## config.mk

```make
export PLATFORM = sky130hd
export DESIGN_NAME = load_store_unit
export DESIGN_NICKNAME = d
export VERILOG_FILES = /design/src/rtl/load_store_unit.sv
export SDC_FILE = /design/constraint.sdc
export NUM_CORES = 1
export LEC_CHECK = 0
export BUFFER_PORTS_ARGS = -buffer_cell sky130_fd_sc_hd__buf_2
export CAP_MARGIN = 10
export CELL_PAD_IN_SITES_DETAIL_PLACEMENT = 0
export CELL_PAD_IN_SITES_GLOBAL_PLACEMENT = 2
export CORE_MARGIN = 3
export CORE_UTILIZATION = 35
export CTS_CLUSTER_SIZE = 40
export DETAILED_ROUTE_END_ITERATION = 8
export PLACE_DENSITY = 0.87
export SLEW_MARGIN = 20
export SYNTH_ARGS = -nofsm -noshare
export SYNTH_HDL_FRONTEND = slang
export SYNTH_SLANG_ARGS = --single-unit
export TNS_END_PERCENT = 50
```

## constraint.sdc

```tcl
create_clock -name clk -period 3.8 [get_ports clk]
set_clock_uncertainty 0.2 [all_clocks]
set_input_delay 0.19 -clock clk [delete_from_list [all_inputs] [get_ports clk]]
set_output_delay 0.19 -clock clk [all_outputs]
set_load 0.005 [all_outputs]
```

## src/rtl/load_store_unit.sv

```systemverilog
// Data-memory initiator: turns one load/store request into one or two word-aligned
// byte-strobed memory accesses, then assembles and extends the load result.
module load_store_unit #(
  parameter int DM_ADDRESS = 9,
  parameter int DATA_W     = 32
) (
  input  logic              clk,
  input  logic              reset,
  input  logic              req_valid,
  output logic              req_ready,
  input  logic              req_we,
  input  logic [2:0]        req_funct3,
  input  logic [DATA_W-1:0] req_addr,
  input  logic [DATA_W-1:0] req_wdata,
  output logic              resp_valid,
  output logic [DATA_W-1:0] resp_rdata,
  output logic [DATA_W-1:0] mem_addr,
  output logic              mem_rd_en,
  output logic [3:0]        mem_wr,
  output logic [DATA_W-1:0] mem_wdata,
  input  logic [DATA_W-1:0] mem_rdata
);

  typedef enum logic [2:0] {S_IDLE, S_A0, S_A1, S_LWAIT, S_RESP} state_e;
  typedef enum logic [1:0] {SZ_B, SZ_H, SZ_W} size_e;

  // Word-aligned address bits that physically exist in data memory.
  localparam logic [31:0] ADDR_MASK = ((32'd1 << DM_ADDRESS) - 32'd1) & 32'hFFFF_FFFC;

  state_e      state_q;
  logic        we_q;
  size_e       size_q;
  logic        sgn_q;
  logic [1:0]  off_q;
  logic        cross_q;
  logic [31:0] w1_q;
  logic [3:0]  hi_wr_q;
  logic [31:0] hi_wdata_q;
  logic [31:0] word0_q;
  logic        resp_valid_q;
  logic [31:0] resp_rdata_q;
  logic [31:0] mem_addr_q;
  logic        mem_rd_en_q;
  logic [3:0]  mem_wr_q;
  logic [31:0] mem_wdata_q;

  size_e       size_d;
  logic        sgn_d;
  logic [1:0]  off_d;
  logic        cross_d;
  logic [3:0]  mask_d;
  logic [7:0]  strb_d;
  logic [63:0] wide_d;
  logic [31:0] w0_d;
  logic [31:0] w1_d;

  always_comb begin
    size_d = SZ_W;
    sgn_d  = 1'b0;
    case (req_funct3)
      3'b000: begin size_d = SZ_B; sgn_d = 1'b1; end
      3'b001: begin size_d = SZ_H; sgn_d = 1'b1; end
      3'b100: if (!req_we) size_d = SZ_B;
      3'b101: if (!req_we) size_d = SZ_H;
      default: ;
    endcase
    off_d   = req_addr[1:0];
    cross_d = (size_d == SZ_H && off_d == 2'd3) || (size_d == SZ_W && off_d != 2'd0);
    case (size_d)
      SZ_B:    mask_d = 4'b0001;
      SZ_H:    mask_d = 4'b0011;
      default: mask_d = 4'b1111;
    endcase
    strb_d = {4'b0000, mask_d} << off_d;
    // Low half feeds the first word, high half spills into the next word.
    wide_d = {32'd0, req_wdata} << {off_d, 3'b000};
    w0_d   = req_addr & ADDR_MASK;
    w1_d   = (w0_d + 32'd4) & ADDR_MASK;
  end

  logic [31:0] ld_lo;
  logic [31:0] ld_hi;
  logic [31:0] ld_q;
  logic [31:0] ld_result;

  always_comb begin
    ld_lo = cross_q ? word0_q : mem_rdata;
    ld_hi = cross_q ? mem_rdata : 32'd0;
    ld_q  = 32'({ld_hi, ld_lo} >> {off_q, 3'b000});
    case (size_q)
      SZ_B:    ld_result = {{24{sgn_q & ld_q[7]}}, ld_q[7:0]};
      SZ_H:    ld_result = {{16{sgn_q & ld_q[15]}}, ld_q[15:0]};
      default: ld_result = ld_q;
    endcase
  end

  always_ff @(posedge clk) begin
    if (reset) begin
      state_q      <= S_IDLE;
      we_q         <= 1'b0;
      size_q       <= SZ_W;
      sgn_q        <= 1'b0;
      off_q        <= 2'd0;
      cross_q      <= 1'b0;
      w1_q         <= 32'd0;
      hi_wr_q      <= 4'd0;
      hi_wdata_q   <= 32'd0;
      word0_q      <= 32'd0;
      resp_valid_q <= 1'b0;
      resp_rdata_q <= 32'd0;
      mem_addr_q   <= 32'd0;
      mem_rd_en_q  <= 1'b0;
      mem_wr_q     <= 4'd0;
      mem_wdata_q  <= 32'd0;
    end else begin
      resp_valid_q <= 1'b0;
      case (state_q)
        S_IDLE: begin
          if (req_valid) begin
            we_q        <= req_we;
            size_q      <= size_d;
            sgn_q       <= sgn_d;
            off_q       <= off_d;
            cross_q     <= cross_d;
            w1_q        <= w1_d;
            hi_wr_q     <= strb_d[7:4];
            hi_wdata_q  <= wide_d[63:32];
            mem_addr_q  <= w0_d;
            mem_rd_en_q <= !req_we;
            mem_wr_q    <= req_we ? strb_d[3:0] : 4'd0;
            mem_wdata_q <= req_we ? wide_d[31:0] : 32'd0;
            state_q     <= S_A0;
          end
        end
        S_A0: begin
          if (cross_q) begin
            mem_addr_q  <= w1_q;
            mem_rd_en_q <= !we_q;
            mem_wr_q    <= we_q ? hi_wr_q : 4'd0;
            mem_wdata_q <= we_q ? hi_wdata_q : 32'd0;
            state_q     <= S_A1;
          end else begin
            mem_rd_en_q <= 1'b0;
            mem_wr_q    <= 4'd0;
            if (we_q) begin
              resp_valid_q <= 1'b1;
              resp_rdata_q <= 32'd0;
              state_q      <= S_RESP;
            end else begin
              state_q <= S_LWAIT;
            end
          end
        end
        S_A1: begin
          mem_rd_en_q <= 1'b0;
          mem_wr_q    <= 4'd0;
          word0_q     <= mem_rdata;
          if (we_q) begin
            resp_valid_q <= 1'b1;
            resp_rdata_q <= 32'd0;
            state_q      <= S_RESP;
          end else begin
            state_q <= S_LWAIT;
          end
        end
        S_LWAIT: begin
          resp_valid_q <= 1'b1;
          resp_rdata_q <= ld_result;
          state_q      <= S_RESP;
        end
        S_RESP:  state_q <= S_IDLE;
        default: state_q <= S_IDLE;
      endcase
    end
  end

  assign req_ready  = (state_q == S_IDLE) && !reset;
  assign resp_valid = resp_valid_q;
  assign resp_rdata = resp_rdata_q;
  assign mem_addr   = mem_addr_q;
  assign mem_rd_en  = mem_rd_en_q;
  assign mem_wr     = mem_wr_q;
  assign mem_wdata  = mem_wdata_q;

endmodule

```

==> metrics.txt, run 1 <==
post-synthesis async set-or-reset flop share=0%; RSZ-0062 raised after global routing=false; final net count=1188; H-tree levels=4; GR Util met2=32.2%; Syn Inst Count=899; area grow syn2layout=26.1%; global-route wire length before repair=41.5 mm; WL/cell=18.6 um; Worst IR Drop VDD=0.305 mV; Post-Route Setup TNS=0 ps; final WL=26.2 mm; fin crit period=2900 ps; Avg Vias per Cell=5.37; Hold Path Class=input pin to register; Hold EP=hi_wdata_q[3]$_SDFFE_PP0P_; CTS Buf Count=17; Hold Path Depth=4; PortBufs=157; diode count=0; Final setup viols=0; site row count=55; status=completed; global-route layer with the greatest usage=met2; Worst setup EP type=register; Util after Layout=45.4%; layout cells sized above 1=28.6%; CTS Buffer Depth=2; DP HPWL=17.5 mm; post-route ant nets=0; clk root buf=clkbuf_16; Die X=159 um; Setup WS post-layout=902 ps; Post-synth top cells=dfxtp_1 (153), nand2_1 (99), nor2_1 (95), a21oi_1 (75), mux2_2 (50); DR iter-0 viols=686; final hold viol count=0; num ports=206; Place WS=1060 ps; Die ar.=25400 sq um; GRT Util Overall=20.2%; Lkg Pwr=4.14 nW; Skew-Pair Late Insertion Delay=440 ps; Power Dens Cells=474 nW/um^2; met1 Resource Use GR=27.9%; FF-to-FF End=hi_wdata_q[5]$_SDFFE_PP0P_; maxcap violations=0; hold_sp=req_wdata[11]; dominant synthesized flop cell=dfxtp_1; Placer Congestion=0.841; Starting Density=36.0%; Finished Layout Cells=1410; reg2reg start=state_q[1]$_SDFFE_PP0P_; placed insts=1303; crit-path max FO=22; Worst Tran Pin Value=872 ps; vias in the first global route=7171; syn avg cell area=9.17 sq um; total gr overflow=0; Final Max Tran Viols=0; top cell type's share of synthesized area=37.2%; top-count cell post-synth=dfxtp_1; FMAX=345 MHz; Clock transition at path regs=80 ps; Worst Setup Path Type=register to register; normalized max-slew margin=41.9%; Period Utilization, post-route=76.3%; Die Ht=159 um; Post-synth EDFFs=0; count of different cell masters after synthesis=58; worst path required time=3910 ps; R2R setup slack=900 ps; global-route met3 utilization=3.85%; Vias=7577; largest net degree at the start of global routing=62; flops & latches, synth=153; initial antenna violation count=0; top post-synthesis cells by area=dfxtp_1 (37%), mux2_2 (6.8%), mux2i_1 (5.8%); Arrival @ worst endpoint=3010 ps; Ys Warns=0; post-CTS setup repair buffer count=0; FF-to-FF path depth=5; DR DRC count=0; CTS tree=built; Synth Cell Area=8240 sq um; clock sink count=153; cell taking the most area after synthesis=dfxtp_1; core area=22900 sq um; Startpoint Class=register; register area share after synthesis=37.2%; Initial DRT Pass Iterations=5; post-cts resize count=0
==> cell type report <==
cell class / count / area, sq um
clock buffer: 17 / 425
clock inverter: 15 / 171
fill: 2241 / 12500
inverter: 1 / 3.75
multi-input combinational: 661 / 4660
sequential: 153 / 3070
tap: 313 / 392
timing repair buffer: 250 / 1670
==> cells by family after synthesis <==
logic type,after synthesis,share of synthesized area [%]
buffers and inverters,109,7.57
AND/OR/NAND/NOR,287,15.9
adder cells (fa/ha/maj),1,0.152
XOR/XNOR,5,0.531
other,1,0.0455
AO/OA/AOI/OAI,224,20.3
multiplexers,119,18.4
flip-flops,153,37.2
==> how the worst max path moves through the flow <==
stage	start	to	slack (ps)	depth (start not counted)
global route	state_q[1]$_SDFFE_PP0P_	hi_wdata_q[5]$_SDFFE_PP0P_	710	5
global placement	off_q[1]$_SDFFE_PP0P_	resp_rdata[11]$_SDFFE_PP0P_	1080	6
floorplan	off_q[1]$_SDFFE_PP0P_	resp_rdata[10]$_SDFFE_PP0P_	1810	7
CTS	state_q[1]$_SDFFE_PP0P_	hi_wdata_q[5]$_SDFFE_PP0P_	910	5
finish	state_q[1]$_SDFFE_PP0P_	hi_wdata_q[5]$_SDFFE_PP0P_	900	5
detailed placement	cross_q$_SDFFE_PP0P_	mem_wdata[4]$_SDFFE_PP0P_	1060	4
==> flip-flops by register name, summed over array words and instances (netlist names), 2 cells and up <==
signal,count
word0_q,32
mem_addr,7
mem_wdata,32
size_q,2
mem_wr,4
resp_rdata,32
hi_wdata_q,24
off_q,2
state_q,3
hi_wr_q,3
w1_q,7
==> layout by cell type (no fill, tap or decap), types with 6 or more instances in the layout <==
cell type and n:
buf_4 19, clkbuf_16 17, mux2_2 50, a221oi_1 32
conb_1 25, nor2b_1 6, nand3_1 32, o2bb2ai_2 10
nor3_1 28, dfxtp_1 151, a22o_1 7, a211oi_1 26
mux2i_1 48, o2bb2ai_1 6, buf_2 156, nand2_1 99
a211o_1 9, dlygate4sd3_1 75, nor2_1 95, o21ai_0 17
mux4_2 21, a21oi_1 75, a22oi_1 17, a221oi_2 8
==> through the flow <==
| step | hold slack, ps | power [mW] | instance area (sq um) |
|---|---|---|---|
| final | 9.29 | 4.93 | 10400 |
| after global routing | 36.0 | 5.17 | 10400 |
| after CTS | 2.16 | 4.95 | 10400 |
| after detailed placement | 245 | 3.18 | 9050 |
| after global placement | 236 | 3.17 | 9050 |
| after floorplan | 85.6 | 2.79 | 8330 |
==> where the power goes <==
group          internal (mW)  switching, mW  total, mW  leakage [nW]
sequential              1.77          0.159       1.92          1.25
clock                  0.888          0.827       1.71         0.292
combinational          0.564          0.727       1.29          2.60
total                   3.22           1.71       4.93          4.14
==> layer usage <==
metal  vias to the layer above  wire, um  share of wire, %
li1                       3636         -                 -
met1                      3628     11800                45
met2                       282     12200                47
met3                        31      1780               6.8
met4                         0       429               1.6
met5                         -         0                 0
==> what timing repair did <==
item	CTS	global route
hold endpoints to repair	90	0
setup endpoints to repair	0	0
hold buffers	75	0
==> worst max-delay path, cell delays in order (launching register included) <==
cell	delay, ps
dfxtp_1	480
or4b_1	870
buf_4	360
a221oi_1	220
dlygate4sd3_1	580
nor3_1	40
Note: power is estimated with default switching activity, not from simulation.
==> run 2, diff against run 1 <==
Settings changed: CORE_UTILIZATION 35 to 32, PLACE_DENSITY 0.87 to 0.8.
Clock period 3.8 ns to 2.99 ns, I/O delays scaled along.
==> metrics.txt, run 2 (synthesized netlist as in run 1, its figures left out) <==
most frequent cells in the layout=buf_2 (156), dfxtp_1 (151), nand2_1 (99); Placer Congestion=0.847; Startpoint Class=register; reg2reg start=state_q[1]$_SDFFE_PP0P_; final hold viol count=0; CP Buf/Inv Count=3; Power Dens Cells=603 nW/um^2; post-route ant nets=0; WL/cell=18.3 um; diode count=0; Die X=167 um; post-CTS setup repair buffer count=0; hold_ws=20.0 ps; Arrival @ worst endpoint=2720 ps; worst path required time=3070 ps; R2R setup slack=350 ps; fillers=2561; Skew-Pair Late Insertion Delay=430 ps; Crit. Startpoint=state_q[1]$_SDFFE_PP0P_; normalized max-slew margin=48.2%; Initial DRT Pass Iterations=5; final net count=1207; core area=25300 sq um; global-route wire length before repair=41.5 mm; worst stage delay on the critical path=600 ps; Die Ht=167 um; Post-Route Setup TNS=0 ps; Lkg Pwr=4.24 nW; Largest delay share family, worst path=buffers and inverters; Die ar.=27700 sq um; fin crit period=2640 ps; Crit path top cell by count=buf_4; Vias=7565; CP Depth=6; Avg Vias per Cell=5.23; H-tree levels=4; num ports=206; maxcap violations=0; total gr overflow=0; Slowest cell on crit path=dlygate4sd3_1; Final setup viols=0; CP Cell Sequence=buf_4 -> or4b_1 -> buf_4 -> a221oi_1 -> dlygate4sd3_1 -> nor3_1; Worst IR Drop VDD=0.300 mV; PortBufs=157; Final Max Tran Viols=0; Clock transition at path regs=70 ps; DR DRC count=0; status=completed; crit-path max FO=24; Final Cell Area=10600 sq um; vias in the first global route=7317; largest net degree at the start of global routing=64; Worst Tran Pin Value=775 ps; final WL=26.5 mm; DP HPWL=17.8 mm; CP endpoint=hi_wdata_q[2]$_SDFFE_PP0P_; most common cell after layout, fill and taps aside=buf_2; footprint of the multi-input gates=4660 sq um; layout cells sized above 1=29.3%; Seq. cell area=3070 sq um; initial antenna violation count=1; Worst Setup Path Type=register to register; FF-to-FF path depth=6; area grow syn2layout=28.8%; Starting Density=32.6%; Hold Path Depth=4; FMAX=379 MHz; DP Area=9180 sq um; CTS Buffer Depth=2; Period Utilization, post-route=88.3%; CTS Buf Count=17; CTS tree=built; FF-to-FF End=hi_wdata_q[2]$_SDFFE_PP0P_; GRT Util Overall=18.5%; RSZ-0062 raised after global routing=false; site row count=58; Worst setup EP type=register; DR iter-0 viols=463; Hold Path Class=input pin to register; clk root buf=clkbuf_16; clock sink count=153
-- run 2: worst reg2reg max path, cell delays in order (launching register included) --
cell and delay, ps:
dfxtp_1 390, buf_4 210, or4b_1 530, buf_4 250
a221oi_1 270, dlygate4sd3_1 600, nor3_1 40
-- run 2: final cells by class --
| cell class | count | area share, % |
|---|---|---|
| inverters | 1 | 0.0354 |
| well taps | 330 | 3.89 |
| flip-flops and latches | 153 | 28.9 |
| clock inverters | 15 | 1.94 |
| multi-input cells | 661 | 43.9 |
| clock buffers | 17 | 4.01 |
| repair buffers | 269 | 17.3 |
-- run 2: through the flow --
step | power, mW | setup slack (ps) | std cells | utilization [%]
detailed placement | 4.08 | 560 | 1334 | 36.4
finish | 6.41 | 349 | 1446 | 42.0
CTS | 6.47 | 408 | 1446 | 42.0
global placement | 4.07 | 558 | 1334 | 36.4
floorplan | 3.55 | 1000 | 923 | -
global route | 6.74 | 276 | 1446 | 42.0
-- run 2: repair_timing --
action | in CTS | in global routing
endpoints found under the hold margin | 103 | 0
resized for setup | 0 | 0
hold buffers | 80 | 0
-- run 2: metal layers --
metal  track usage (%)  wire, um  vias up  share of wire, %
li1                  -         -     3667                 -
met1              24.5     12000     3642                45
met2              30.0     12400      226                47
met3              4.79      1600       28               6.0
met4              5.27       441        2               1.7
met5                 0         7        -             0.026
-- run 2: how the worst min path moves through the flow --
stage,start,endpoint
detailed placement,req_addr[2],w1_q[2]$_SDFFE_PP0P_
CTS,req_funct3[1],size_q[1]$_SDFFE_PP1P_
finish,req_funct3[1],size_q[1]$_SDFFE_PP1P_
floorplan,req_addr[2],w1_q[2]$_SDFFE_PP0P_
global placement,req_addr[2],w1_q[2]$_SDFFE_PP0P_
global route,req_wdata[12],mem_wdata[12]$_SDFFE_PP0P_
-- run 2: where the power goes --
part	switching, mW	total (mW)	internal [mW]
sequential	0.168	2.41	2.24
clock	1.07	2.28	1.22
combinational	0.952	1.71	0.760
